File: config.mk
export PLATFORM = sky130hd
export DESIGN_NAME = rr_arb3_ctrl
export DESIGN_NICKNAME = d
export VERILOG_FILES = /design/src/rtl/rr_arb3_ctrl.sv
export SDC_FILE = /design/constraint.sdc
export NUM_CORES = 1
export LEC_CHECK = 0
export ABC_CLOCK_PERIOD_IN_PS = 1750
export CAP_MARGIN = 25
export CORE_AREA = 2 2 39 41
export CTS_CLUSTER_SIZE = 40
export DETAILED_ROUTE_END_ITERATION = 6
export DIE_AREA = 0 0 41 43
export SETUP_SLACK_MARGIN = 0.5
export SYNTH_ARGS = -nofsm -noshare
export SYNTH_HDL_FRONTEND = slang
export SYNTH_SLANG_ARGS = --single-unit
File: constraint.sdc
create_clock -name CK -period 1.75 [get_ports CK]
set_input_delay 0.35 -clock CK [delete_from_list [all_inputs] [get_ports CK]]
set_output_delay 0.35 -clock CK [all_outputs]
set_load 0.005 [all_outputs]
File: src/rtl/rr_arb3_ctrl.sv
// rr_arb3_ctrl: three-requester round-robin arbiter with one-cycle idle gap between tenures.
//
// Ports:
//   CK     - clock; all state changes on the rising edge
//   RN     - asynchronous active-low reset
//   REQ    - [2:0] level requests; held high for the whole tenure
//   GNT    - [2:0] registered one-hot grant, zero when idle
//   OWNER  - [1:0] index of the granted requester, 2'd3 when idle
//   BUSY   - high while a grant is held
//   TO     - one-cycle pulse on a forced (timed-out) release
//
// Parameters:
//   TIMEOUT_CYCLES - max consecutive GRANT cycles per tenure (2..31)
//   CNT_W          - tenure counter width; must hold TIMEOUT_CYCLES
//
// Optional feature: define ARB_TIMEOUT_EN to bound tenure length. Without it
// tenure is unbounded and TO is tied low.
module rr_arb3_ctrl #(
  parameter int unsigned TIMEOUT_CYCLES = 16,
  parameter int unsigned CNT_W          = 5
) (
  input  logic       CK,
  input  logic       RN,
  input  logic [2:0] REQ,
  output logic [2:0] GNT,
  output logic [1:0] OWNER,
  output logic       BUSY,
  output logic       TO
);

  // Reject configurations the counter cannot represent.
  if ((TIMEOUT_CYCLES < 2) || (TIMEOUT_CYCLES > 31) ||
      (TIMEOUT_CYCLES > ((1 << CNT_W) - 1))) begin : g_cfg_check
    $error("rr_arb3_ctrl: TIMEOUT_CYCLES out of range for CNT_W");
  end

  typedef enum logic [0:0] {StIdle, StGrant} state_e;

  state_e     state_q;
  logic [1:0] ptr_q;
  logic [2:0] gnt_q;
  logic [1:0] owner_q;
  logic       busy_q;

  logic [1:0] cand0, cand1, pick_idx;
  logic       owner_req;
  logic       timeout_hit;

  function automatic logic [1:0] next_idx(input logic [1:0] i);
    case (i)
      2'd0:    next_idx = 2'd1;
      2'd1:    next_idx = 2'd2;
      default: next_idx = 2'd0;
    endcase
  endfunction

  function automatic logic [2:0] onehot(input logic [1:0] i);
    case (i)
      2'd0:    onehot = 3'b001;
      2'd1:    onehot = 3'b010;
      default: onehot = 3'b100;
    endcase
  endfunction

  // Search order after the last owner: ptr+1, ptr+2, ptr.
  always_comb begin
    cand0    = next_idx(ptr_q);
    cand1    = next_idx(cand0);
    pick_idx = ptr_q;
    if (|(REQ & onehot(cand0))) begin
      pick_idx = cand0;
    end else if (|(REQ & onehot(cand1))) begin
      pick_idx = cand1;
    end
  end

  // Current owner's request, found through the one-hot grant to avoid indexing by 2'd3.
  assign owner_req = |(REQ & gnt_q);

  always_ff @(posedge CK or negedge RN) begin
    if (!RN) begin
      state_q <= StIdle;
      ptr_q   <= 2'd2;
      gnt_q   <= 3'b000;
      owner_q <= 2'd3;
      busy_q  <= 1'b0;
    end else begin
      unique case (state_q)
        StIdle: begin
          if (|REQ) begin
            state_q <= StGrant;
            gnt_q   <= onehot(pick_idx);
            owner_q <= pick_idx;
            busy_q  <= 1'b1;
          end
        end
        StGrant: begin
          if (!owner_req || timeout_hit) begin
            state_q <= StIdle;
            ptr_q   <= owner_q;
            gnt_q   <= 3'b000;
            owner_q <= 2'd3;
            busy_q  <= 1'b0;
          end
        end
      endcase
    end
  end

`ifdef ARB_TIMEOUT_EN
  localparam logic [CNT_W-1:0] CntLast = CNT_W'(TIMEOUT_CYCLES - 1);

  logic [CNT_W-1:0] cnt_q;
  logic             to_q;

  assign timeout_hit = (state_q == StGrant) && (cnt_q == CntLast);

  always_ff @(posedge CK or negedge RN) begin
    if (!RN) begin
      cnt_q <= '0;
      to_q  <= 1'b0;
    end else begin
      to_q <= 1'b0;
      if (state_q == StIdle) begin
        cnt_q <= '0;
      end else if (!owner_req || timeout_hit) begin
        cnt_q <= '0;
        // A normal release on the timeout edge wins: no pulse.
        to_q  <= owner_req;
      end else begin
        cnt_q <= cnt_q + 1'b1;
      end
    end
  end

  assign TO = to_q;
`else
  assign timeout_hit = 1'b0;
  assign TO          = 1'b0;
`endif

  assign GNT   = gnt_q;
  assign OWNER = owner_q;
  assign BUSY  = busy_q;

endmodule
==> results.sh, run 1 <==
export IMPL_routed_via_count=422
export IMPL_async_flop_share=1.000
export IMPL_ys_warn_count=0
export IMPL_n_antenna_cell=0
export IMPL_dpl_instance_area_sq_um=578.1
export IMPL_grt_max_degree=10
export IMPL_critPathLaunch="GNT[1]"
export IMPL_crit_type="reg2reg"
export IMPL_avgSynthCellArea_sq_um=11.85
export IMPL_cts_root_buf="clkbuf_4"
export IMPL_area_growth_pct=58.33
export IMPL_cts_tree="yes"
export IMPL_finalCritPeriodShare=0.8207
export IMPL_post_synth_top_count_cell="dfrtp_1"
export IMPL_critPathArrivalTime_ps=1590
export IMPL_fmax_mhz=696.3
export IMPL_synth_edf_count=0
export IMPL_ys_seq_area_frac=0.5083
export IMPL_powerDensity_mw_per_mm2=1800
export IMPL_cts_max_level=1
export IMPL_instances_no_fill=80
export IMPL_numPortBuffers=10
export IMPL_core_area_sq_mm=0.001384
export IMPL_gp_congestion=0.7425
export IMPL_rows=14
export IMPL_place_ws_ps=-52.52
export IMPL_hpwl_microns=657.6
export IMPL_syn_area_sq_um=450.4
export IMPL_critPathLaunchType="register"
export IMPL_dp_cells=65
export IMPL_layout_min_cycle_time_ps=1436
export IMPL_synth_cell_type_count=22
export IMPL_syn_inst=38
export IMPL_clk_pin_slew_ps=60
export IMPL_grt_pass1_wl_microns=1642
export IMPL_clock_sinks=9
export IMPL_fin_skew_ps=2.850
export IMPL_clock_latency_ps=260
export IMPL_gr_total_overflow=0
export IMPL_ys_flop_type="dfrtp_1"
export IMPL_drt_iter0_drc=2
export IMPL_critPathCaptureType="register"
export IMPL_syn_nets=43
export IMPL_postCtsHoldBufs=0
export IMPL_r2r_start="GNT[1]"
export IMPL_fin_area_sq_um=713.2
export IMPL_ios=12
export IMPL_route_detailed_drc=0
export IMPL_initial_core_util=0.3255
export IMPL_p_leak_nw=0.3354
export IMPL_finalHoldViolCount=0
export IMPL_maxCapViolations=0
export IMPL_first_pass_iters=4
export IMPL_status="completed"
export IMPL_vias_per_cell=5.275
export IMPL_clk_path_buf_depth=2
export IMPL_synthTopCellsByCount="dfrtp_1, nor2_1, dfstp_2"
export IMPL_grt_antenna_before_repair=0
export IMPL_cp_required_ps=1900
export IMPL_die_x_microns=41
export IMPL_rsz0062_at_grt="true"
export IMPL_die_height_microns=43
export IMPL_grt_pass1_vias=378
export IMPL_setup_viol_count_final=0
export IMPL_synth_top_area_share=0.3333
export IMPL_slew_violations=0
export IMPL_peakVddDrop_mv=0.6309
export IMPL_numCtsBuffers=3
export IMPL_critPathMaxFanout=4
export IMPL_postRouteAntennaNets=0
export IMPL_setup_slack_ps=313.8
export IMPL_globalRouteTotalUtil=0.1453
export IMPL_yosys_register_bits=9
export IMPL_hold_path_class="in2async"
export IMPL_wl_per_cell_microns=14.01
export IMPL_finalWirelength_microns=1121
export IMPL_drive_gt1_frac=0.5156
export IMPL_dieArea_sq_mm=0.001763
export IMPL_synth_area_leader_cell="dfrtp_1"
export IMPL_final_nets=70
export IMPL_synthTopCellsByArea="dfrtp_1, dfstp_2, mux2_4"
kinds of logic after synthesis:
logic type	Yosys count	share of synthesized area
AOI/OAI and AO/OA	14	0.2778
buffers and inverters	3	0.03335
DFF	9	0.5083
muxes	2	0.06667
other	1	0.008325
and+or+nand+nor	9	0.1055
through the flow:
stage / total power [mW] / hold slack, ps / setup TNS, ps / util
floorplan: 0.7397 / 54.41 / 0 / -
global placement: 0.9507 / 487.6 / -108.7 / 0.4177
detailed placement: 0.9475 / 481.6 / -130.4 / 0.4177
CTS: 1.219 / 389.7 / 0 / 0.4864
global route: 1.355 / 416.5 / 0 / 0.5154
finish: 1.284 / 374.3 / 0 / 0.5154
where the power goes:
part           switching, mW  total, mW  internal (mW)
Sequential            0.0852      0.415          0.330
Clock                 0.0746      0.163         0.0880
Combinational          0.248      0.707          0.459
Total                  0.407       1.28          0.877
cell usage in the layout, fill, tap and decap left out:
cell,n
buf_4,10
dfrtp_1,6
buf_6,6
nor2_1,4
dfstp_2,3
clkbuf_4,3
dlygate4sd2_1,3
inv_1,2
mux2_4,2
o32ai_1,2
a32o_1,2
a2bb2oi_1,2
nor3_4,1
a22o_4,1
a21bo_1,1
or2_4,1
a21boi_2,1
a21o_2,1
nand2b_1,1
nor2b_1,1
a22oi_1,1
o22ai_1,1
nor2b_2,1
o32a_1,1
o22a_2,1
conb_1,1
clkbuf_1,1
clkdlybuf4s50_1,1
clkbuf_2,1
clkdlybuf4s15_1,1
buf_2,1
state kept, by name, indices dropped and copies added (netlist names):
register / cells
state_q: 1
BUSY: 1
GNT: 3
ptr_q: 2
OWNER: 2
layout make-up:
class                   instances  area, sq um
clock buffers                   4        26.28
flip-flops and latches          9        229.0
inverters                       2        7.507
repair buffers                 23        198.9
fillers                       121        670.6
well taps                      16        20.02
multi-input cells              26        231.5
layer usage:
metal	wire (microns)	global-route usage	vias up
met5	0	0	-
met3	62	0.03141	5
met4	31	0.1000	0
li1	-	-	197
met1	470	0.1806	207
met2	557	0.2125	13
critical path, cell delays in order, from the launching register on:
cell	delay (ps)
dfrtp_1	400
buf_6	130
a22o_4	240
or2_4	260
mux2_4	290
worst paths after layout:
path | to | slack (ps) | cells after the start
max in group asynchronous | ptr_q[1] | 1060 | 1
min | GNT[2] | 370 | 1
min in group CK | BUSY | 510 | 1
max reg2reg | ptr_q[0] | 310 | 4
min reg2reg | BUSY | 510 | 1
max | ptr_q[0] | 310 | 4
what timing repair did:
action / 4_1_cts / 5_1_grt
setup buffers: 9 / 2
gates resized for setup: 28 / 8
setup endpoints to repair: 15 / 14
pin swaps: 1 / 2
(Power assumes the default switching activity.)
==> inputs of run 2 (changes only) <==
--- a/config.mk
+++ b/config.mk
@@ -5,7 +5,7 @@
 export SDC_FILE = /design/constraint.sdc
 export NUM_CORES = 1
 export LEC_CHECK = 0
-export ABC_CLOCK_PERIOD_IN_PS = 1750
+export ABC_CLOCK_PERIOD_IN_PS = 1190
 export CAP_MARGIN = 25
 export CORE_AREA = 2 2 39 41
 export CTS_CLUSTER_SIZE = 40
==> constraint.sdc (replaced) <==
create_clock -name CK -period 1.19 [get_ports CK]
set_input_delay 0.238 -clock CK [delete_from_list [all_inputs] [get_ports CK]]
set_output_delay 0.238 -clock CK [all_outputs]
set_load 0.005 [all_outputs]
==> results.sh, run 2 (synthesized netlist as in run 1, its figures left out) <==
export IMPL_r2r_start="GNT[0]"
export IMPL_final_nets=72
export IMPL_area_growth_pct=61.39
export IMPL_setup_slack_ps=-177.8
export IMPL_largest_reg_flops=3
export IMPL_layout_min_cycle_time_ps=1368
export IMPL_postRouteAntennaNets=0
export IMPL_grt_max_degree=10
export IMPL_rsz0062_at_grt="true"
export IMPL_clk_path_buf_depth=2
export IMPL_grt_antenna_before_repair=0
export IMPL_seqPwrFrac=0.296
export IMPL_globalRouteTotalUtil=0.1697
export IMPL_critPathMaxFanout=2
export IMPL_numPortBuffers=10
export IMPL_slew_violations=0
export IMPL_status="finished with violations"
export IMPL_sw_frac_of_total=0.3167
export IMPL_drive_gt1_frac=0.5758
export IMPL_finalHoldViolCount=0
export IMPL_critPathCaptureType="register"
export IMPL_gr_total_overflow=0
export IMPL_power_switching_uw=631.7
export IMPL_finalCritPeriodShare=1.149
export IMPL_finalWirelength_microns=1122
export IMPL_cts_root_buf="clkbuf_4"
export IMPL_maxCapViolations=0
export IMPL_setup_viol_count_final=9
export IMPL_grt_pass1_vias=424
export IMPL_hold_slack_ps=277.2
export IMPL_routed_wl_met3_microns=48
export IMPL_critPathLaunch="GNT[0]"
export IMPL_fmax_mhz=731.1
export IMPL_cts_tree="yes"
export IMPL_crit_type="reg2reg"
export IMPL_multi_input_area_sq_um=235.2
export IMPL_first_pass_iters=2
export IMPL_p_leak_nw=0.3437
export IMPL_critPathArrivalTime_ps=1520
export IMPL_place_ws_ps=-480.8
export IMPL_cp_required_ps=1340
export IMPL_grt_pass1_wl_microns=1883
export IMPL_cts_max_level=1
export IMPL_p_comb_frac=0.584
export IMPL_num_fill_cells=129
export IMPL_critPathLaunchType="register"
export IMPL_ios=12
export IMPL_die_x_microns=41
export IMPL_dieArea_sq_mm=0.001763
export IMPL_powerDensity_mw_per_mm2=2744
export IMPL_fin_area_sq_um=726.9
export IMPL_hold_path_class="in2async"
export IMPL_clock_sinks=9
export IMPL_hpwl_microns=800.6
export IMPL_rows=14
export IMPL_mostFrequentLayoutCell="buf_4"
export IMPL_initial_core_util=0.3255
export IMPL_vias_per_cell=4.939
export IMPL_n_antenna_cell=0
export IMPL_wl_met1_microns=477
export IMPL_gp_congestion=0.7394
export IMPL_dpl_instance_area_sq_um=665.6
export IMPL_drt_iter0_drc=1
export IMPL_die_height_microns=43
export IMPL_numCtsBuffers=3
export IMPL_met2WireLength_microns=572
export IMPL_wl_per_cell_microns=13.68
export IMPL_final_cell_mix="buf_4, dfrtp_1, buf_6"
export IMPL_fin_skew_ps=3.266
export IMPL_route_detailed_drc=0
export IMPL_pwr_share_clk=0.120
export IMPL_routed_via_count=405
export IMPL_total_power_mw=1.995
export IMPL_violations="setup timing"
export IMPL_clk_pin_slew_ps=60
export IMPL_peakVddDrop_mv=1.172
export IMPL_dr_max_layer_used="met4"
export IMPL_ff_latch_area_sq_um=229.0
export IMPL_p_int_mw=1.363
export IMPL_core_area_sq_mm=0.001384
export IMPL_clock_latency_ps=260
## run 2: cell count changes in the layout (fill, tap and decap cells not counted)
cell / change
a2bb2oi_1: -1
a2bb2oi_2: +1
buf_2: +2
buf_4: +2
clkbuf_2: -1
clkdlybuf4s15_1: -1
nor2_1: -1
nor2_2: +1
nor3_1: +1
nor3_4: -1
o22ai_1: -1
o22ai_2: +1
## run 2: path summary, 6_finish.rpt
| kind | endpoint | slack [ps] | cells after the start |
|---|---|---|---|
| setup / recovery | GNT[0] | -180 | 5 |
| hold / removal | GNT[0] | 280 | 1 |
| setup reg to reg | GNT[0] | -180 | 5 |
| hold reg to reg | BUSY | 580 | 2 |
| max in group asynchronous | ptr_q[1] | 580 | 1 |
| min in group CK | state_q | 520 | 3 |
## run 2: per-layer routing
metal / vias up / track usage
met1: 189 / 0.2040
li1: 202 / -
met5: - / 0
met2: 10 / 0.2438
met3: 4 / 0.05236
met4: 0 / 0.1200
## run 2: power by group through the flow
stage / logic [mW] / clock network [mW] / registers (mW)
detailed placement: 1.06 / 0 / 0.584
global placement: 1.05 / 0 / 0.578
CTS: 1.09 / 0.248 / 0.585
floorplan: 0.492 / 0 / 0.607
global route: 1.26 / 0.261 / 0.614
finish: 1.16 / 0.240 / 0.591
## run 2: what timing repair did
| action | 4_1_cts | 5_1_grt |
|---|---|---|
| hold buffers | 0 | 0 |
| cloned | 0 | 0 |
| setup endpoints to repair | 15 | 15 |
| buffers inserted | 1 | 1 |
| pin swaps | 3 | 1 |
| gates resized for setup | 30 | 7 |
## run 2: metrics by stage
stage | TNS, ps | util | cells
2_1_floorplan | -165.3 | - | 38
3_3_place_gp | -3820 | 0.4810 | 76
3_5_place_dp | -4075 | 0.4810 | 76
4_1_cts | -1018 | 0.5081 | 81
5_1_grt | -1388 | 0.5253 | 82
6_report | -1064 | 0.5253 | 82
## run 2: worst max-delay path, stage by stage, from the launching register on
cell and delay (ps):
dfrtp_1 390, buf_6 120, a21bo_1 180, buf_4 140
o22a_2 220, a32o_1 200
## run 2: final cells by class
| class | count | share of cell area |
|---|---|---|
| flip-flops and latches | 9 | 0.3150 |
| well taps | 16 | 0.02754 |
| repair buffers | 25 | 0.2874 |
| multi-input cells | 26 | 0.3236 |
| clock buffers | 4 | 0.03614 |
| inverters | 2 | 0.01033 |
